`src/rtl/program_loader.sv`:
```
// Byte-stream program loader: big-endian word count, then big-endian words written to program RAM.
// Optional trailing XOR checksum byte enabled by defining PROGRAM_LOADER_CHECKSUM_EN.
module program_loader #(
    parameter int ADDRESS_WIDTH = 16,
    parameter int DATA_WIDTH    = 16,
    parameter int MEMORY_DEPTH  = 64
) (
    input  logic                     clock,
    input  logic                     reset,
    input  logic                     start,
    input  logic                     byte_valid,
    input  logic [7:0]               byte_data,
    output logic                     byte_ready,
    output logic                     p_ram_rw,
    output logic [ADDRESS_WIDTH-1:0] p_ram_address,
    output logic [DATA_WIDTH-1:0]    p_ram_data,
    output logic                     busy,
    output logic                     done,
    output logic                     error,
    output logic                     cpu_enable,
    output logic [3:0]               fsm_state
);

`ifdef PROGRAM_LOADER_CHECKSUM_EN
    localparam bit CHECKSUM_EN = 1'b1;
`else
    localparam bit CHECKSUM_EN = 1'b0;
`endif

    typedef enum logic [3:0] {
        IDLE, LEN_HI, LEN_LO, DATA_HI, DATA_LO, WRITE, CHECK, DONE, ERROR
    } state_t;

    state_t      state;
    logic [15:0] count;
    logic [15:0] index;
    logic [7:0]  hi_byte;
    logic [7:0]  checksum;
    logic        xfer;

    // Handshake: a byte moves on a rising edge where byte_valid and byte_ready are both 1.
    assign xfer      = byte_valid && byte_ready;
    assign fsm_state = state;

    always_ff @(posedge clock) begin
        if (reset) begin
            state         <= IDLE;
            count         <= '0;
            index         <= '0;
            hi_byte       <= '0;
            checksum      <= '0;
            byte_ready    <= 1'b0;
            p_ram_rw      <= 1'b0;
            p_ram_address <= '0;
            p_ram_data    <= '0;
            busy          <= 1'b0;
            done          <= 1'b0;
            error         <= 1'b0;
            cpu_enable    <= 1'b0;
        end else begin
            done     <= 1'b0;
            p_ram_rw <= 1'b0;
            case (state)
                IDLE, DONE, ERROR: begin
                    if (start) begin
                        state      <= LEN_HI;
                        byte_ready <= 1'b1;
                        busy       <= 1'b1;
                        error      <= 1'b0;
                        cpu_enable <= 1'b0;
                        index      <= '0;
                        checksum   <= '0;
                    end else if (state == DONE) begin
                        state      <= IDLE;
                        cpu_enable <= 1'b1;
                    end
                end
                LEN_HI: begin
                    if (xfer) begin
                        hi_byte <= byte_data;
                        state   <= LEN_LO;
                    end
                end
                LEN_LO: begin
                    if (xfer) begin
                        count <= {hi_byte, byte_data};
                        if ({hi_byte, byte_data} > 16'(MEMORY_DEPTH)) begin
                            state      <= ERROR;
                            error      <= 1'b1;
                            busy       <= 1'b0;
                            byte_ready <= 1'b0;
                        end else if ({hi_byte, byte_data} == 16'd0) begin
                            if (CHECKSUM_EN) begin
                                state <= CHECK;
                            end else begin
                                state      <= DONE;
                                done       <= 1'b1;
                                busy       <= 1'b0;
                                byte_ready <= 1'b0;
                            end
                        end else begin
                            state <= DATA_HI;
                        end
                    end
                end
                DATA_HI: begin
                    if (xfer) begin
                        hi_byte  <= byte_data;
                        checksum <= checksum ^ byte_data;
                        state    <= DATA_LO;
                    end
                end
                DATA_LO: begin
                    if (xfer) begin
                        checksum      <= checksum ^ byte_data;
                        p_ram_rw      <= 1'b1;
                        p_ram_address <= ADDRESS_WIDTH'(index);
                        p_ram_data    <= DATA_WIDTH'({hi_byte, byte_data});
                        byte_ready    <= 1'b0;
                        state         <= WRITE;
                    end
                end
                WRITE: begin
                    index <= index + 16'd1;
                    if ((index + 16'd1) < count) begin
                        state      <= DATA_HI;
                        byte_ready <= 1'b1;
                    end else if (CHECKSUM_EN) begin
                        state      <= CHECK;
                        byte_ready <= 1'b1;
                    end else begin
                        state <= DONE;
                        done  <= 1'b1;
                        busy  <= 1'b0;
                    end
                end
                CHECK: begin
                    // Words already written stay in RAM whatever the checksum says.
                    if (xfer) begin
                        byte_ready <= 1'b0;
                        busy       <= 1'b0;
                        if (byte_data == checksum) begin
                            state <= DONE;
                            done  <= 1'b1;
                        end else begin
                            state <= ERROR;
                            error <= 1'b1;
                        end
                    end
                end
                default: begin
                    state      <= IDLE;
                    byte_ready <= 1'b0;
                    busy       <= 1'b0;
                end
            endcase
        end
    end

endmodule

```
`config.mk`:
```
export PLATFORM = sky130hd
export DESIGN_NAME = program_loader
export DESIGN_NICKNAME = d
export VERILOG_FILES = /design/src/rtl/program_loader.sv
export SDC_FILE = /design/constraint.sdc
export NUM_CORES = 1
export LEC_CHECK = 0
export ABC_AREA = 0
export BUFFER_PORTS_ARGS = -buffer_cell sky130_fd_sc_hd__buf_2
export CAP_MARGIN = 20
export CORE_MARGIN = 8
export CORE_UTILIZATION = 25
export CTS_CLUSTER_SIZE = 16
export DETAILED_ROUTE_END_ITERATION = 7
export GPL_TIMING_DRIVEN = 0
export PLACE_DENSITY = 0.43
export SLEW_MARGIN = 5
export SYNTH_ARGS = -nofsm -noshare
export SYNTH_HDL_FRONTEND = slang
export SYNTH_SLANG_ARGS = --single-unit
```
`constraint.sdc`:
```
create_clock -name clock -period 7.8 [get_ports clock]
set_input_delay 0.78 -clock clock [delete_from_list [all_inputs] [get_ports clock]]
set_output_delay 0.78 -clock clock [all_outputs]
set_load 0.01 [all_outputs]
```
==> metrics.txt <==
cell at the root of the clock tree=sky130_fd_sc_hd__clkbuf_16; FFs w/ async S/R, synth=0; total die area=21,800 um2; Max-slew headroom=0.388; top area cells in the synthesized netlist=sky130_fd_sc_hd__dfxtp_1 42%, sky130_fd_sc_hd__nand2_1 12%, sky130_fd_sc_hd__a21oi_1 8.4%, sky130_fd_sc_hd__ha_1 4.6%, sky130_fd_sc_hd__nor2_1 3.4%; post-synthesis area per instance=~7.7 um2; most frequent cell after synthesis=sky130_fd_sc_hd__nand2_1; Final GP Congestion=about 0.84; half-perimeter wire length after placement=around 9900 um; WL final=13,200 um; wire length of the first global-routing pass=roughly 21,000 um; largest net degree at the start of global routing=16; antenna cell count=0; Worst IR Drop VDD=96.9 uV; area share of the leading cell type in the synthesized netlist=0.416; initial detailed-routing violation count=242; number of pins with negative max-slew slack in the final report=0; syn_nets=591; maximum capacitance violations=0; proportion of power drawn by the clock network=0.454; leftover overflow at the end of global routing=0; final core area utilization=0.301; Resized Gates After CTS=0; final hold vios=0; DRT Pass-1 Iters=4; CTS tree=yes; classification of the worst setup path=reg2reg; layout cell share with drive strength beyond 1=0.111; RSZ-0062 raised after global routing=false; starting density of the core=0.253; # Post-CTS Setup Buffers=0; part of the power in registers=0.482; routed via count=4,040; clock skew=0.00786 ns; Internal Pwr Total=roughly 0.73 mW; final critical path time including I/O delays and setup=3.71 ns; total routing usage reported by global routing=0.121; number of antenna violations at the first check in global routing=0; maximum count of clock buffers along a single path=2; Tcrit/Tclk final=0.476; Worst Path Required=8.01 ns; number of nets in the final layout=around 650; hold-fix buffers at CTS=0; Power per Cell Area=187 nW/um2; Crit Path Max Fanout=9; Switching Share=0.243; Num CTS Buffers=9; Sum Neg Setup Slack=0 ns; routed wirelength normalized by instance count=15.5 um; later-pin clock latency in the skew report=0.35 ns; combinational share of power=0.063; share of synthesized area occupied by flip-flops and latches=0.416; Synth Instances=563; Worst setup EP type=register; Std-Cell Core Area=17,100 um2; leading area contributor after synthesis=sky130_fd_sc_hd__dfxtp_1; Net Switching=between 0.2 and 0.25 mW; post-route DRC violation count=0; number of routed nets with antenna violations=0; Netlist Area Pre-Place=4330 um2; Synth cell types=slightly above 50; Max Freq=between 200 and 300 MHz; number of global-route vias before repair=3,901; # fillers=1,897; count of endpoints failing setup in the final report=0; sort of element at the start of the critical path=register; slew of the pin with the lowest slew margin=0.918 ns; Top Ports=54; Die Width=roughly 150 um; height of the chip=around 150 um; number of core rows=48; flip-flop cell with the highest count after synthesis=sky130_fd_sc_hd__dfxtp_1; Sinks on Clock Net=90; layout overhead on the synthesized area=19.0%; standby leakage power=1.87 nW; count of input and output buffers=49; number of levels the H-tree was split into=3; arrival time of the worst setup path=3.92 ns; Vias per Instance=4.74; count of flip-flops with a built-in enable after synthesis=0; synthesis warning total=0; synthesized flop and latch total=90; class of the worst hold path=reg2reg; Synth top cells by count=134 x sky130_fd_sc_hd__nand2_1, 90 x sky130_fd_sc_hd__dfxtp_1, 73 x sky130_fd_sc_hd__a21oi_1; outcome=finished, final reports clean; clock slew at the register clock pins of the worst setup and hold paths=0.06 ns
worst max-delay path, stage by stage, from the launching register on:
cell                        delay (ns)
sky130_fd_sc_hd__dfxtp_1          0.30
sky130_fd_sc_hd__clkbuf_1         0.31
sky130_fd_sc_hd__and4_1           0.30
sky130_fd_sc_hd__and3_1           0.18
sky130_fd_sc_hd__nor2b_1          0.21
sky130_fd_sc_hd__nand3_1          0.17
sky130_fd_sc_hd__xnor2_1          0.18
sky130_fd_sc_hd__ha_1             0.32
sky130_fd_sc_hd__and4_1           0.24
sky130_fd_sc_hd__nand2_1          0.10
sky130_fd_sc_hd__a2111oi_0        0.70
sky130_fd_sc_hd__o41ai_1          0.30
sky130_fd_sc_hd__a31oi_1          0.23
sky130_fd_sc_hd__nor3_2           0.05
metal layers:
| layer | share of wire | global-route usage |
|---|---|---|
| met4 | 0.014 | 0.0449 |
| met5 | 0 | 0 |
| met3 | 0.050 | 0.0263 |
| met1 | 0.49 | 0.160 |
| met2 | 0.45 | 0.190 |
placed cells by master, fill, tap and decap left out, drive strengths merged, types with 6 or more instances in the layout:
| cell | count |
|---|---|
| nand2 | 134 |
| dfxtp | 90 |
| a21oi | 73 |
| buf | 50 |
| clkbuf | 43 |
| nor2 | 39 |
| inv | 27 |
| o21ai | 21 |
| nand3 | 19 |
| ha | 16 |
| xnor2 | 13 |
| a22oi | 9 |
| mux2i | 8 |
| and4 | 7 |
| xor2 | 6 |
area by class of cell:
type	instances	area (um2)	area share
Tap cell	225	282	0.0547
Inverter	25	93.8	0.0182
Multi-Input combinational cell	414	2300	0.447
Timing Repair Buffer	49	245	0.0476
Sequential cell	90	1800	0.350
Clock buffer	10	229	0.0445
Buffer	34	129	0.0250
Clock inverter	6	65.1	0.0126
registers in the layout (all words and copies together), names as in the netlist:
register       cells
error              1
done               1
byte_ready         1
checksum           8
fsm_state          4
p_ram_data        16
busy               1
p_ram_address     16
cpu_enable         1
hi_byte            8
p_ram_rw           1
count             16
index             16
power by group through the flow:
stage	logic (mW)	clock network, mW	registers (mW)
finish	0.0609	0.439	0.466
detailed placement	0.0611	0	0.476
global route	0.0669	0.470	0.466
global placement	0.0605	0	0.476
floorplan	0.0371	0	0.476
CTS	0.0612	0.451	0.465
worst paths after layout:
check	cells past startpoint	slack, ns	from	to
setup reg to reg	13	4.09	index[7]$_SDFFE_PP0P_	byte_ready$_SDFFE_PP0P_
setup / recovery	13	4.09	index[7]$_SDFFE_PP0P_	byte_ready$_SDFFE_PP0P_
hold / removal	2	0.45	p_ram_address[11]$_SDFFE_PP0P_	p_ram_address[11]$_SDFFE_PP0P_
hold reg to reg	2	0.45	p_ram_address[11]$_SDFFE_PP0P_	p_ram_address[11]$_SDFFE_PP0P_
through the flow:
step                      cells  power, mW  setup WS (ns)  instance area, um2  hold WS (ns)
final                       853      0.965           4.09                5150         0.451
after global routing        853       1.00           3.70                5150         0.473
after CTS                   853      0.978           3.99                5150         0.455
after floorplan             563      0.513           4.94                4330         0.436
after global placement      837      0.536           4.10                4850         0.444
after detailed placement    837      0.537           4.02                4850         0.446
cells by family after synthesis:
kind of cell	after synthesis	synth area share
adders and majority gates	16	0.0463
muxes	8	0.0185
AOI/OAI and AO/OA	130	0.177
DFF	90	0.416
buffers and inverters	59	0.0515
and+or+nand+nor	241	0.252
xor gates and xnor gates	19	0.0385
(Power assumes the default switching activity.)
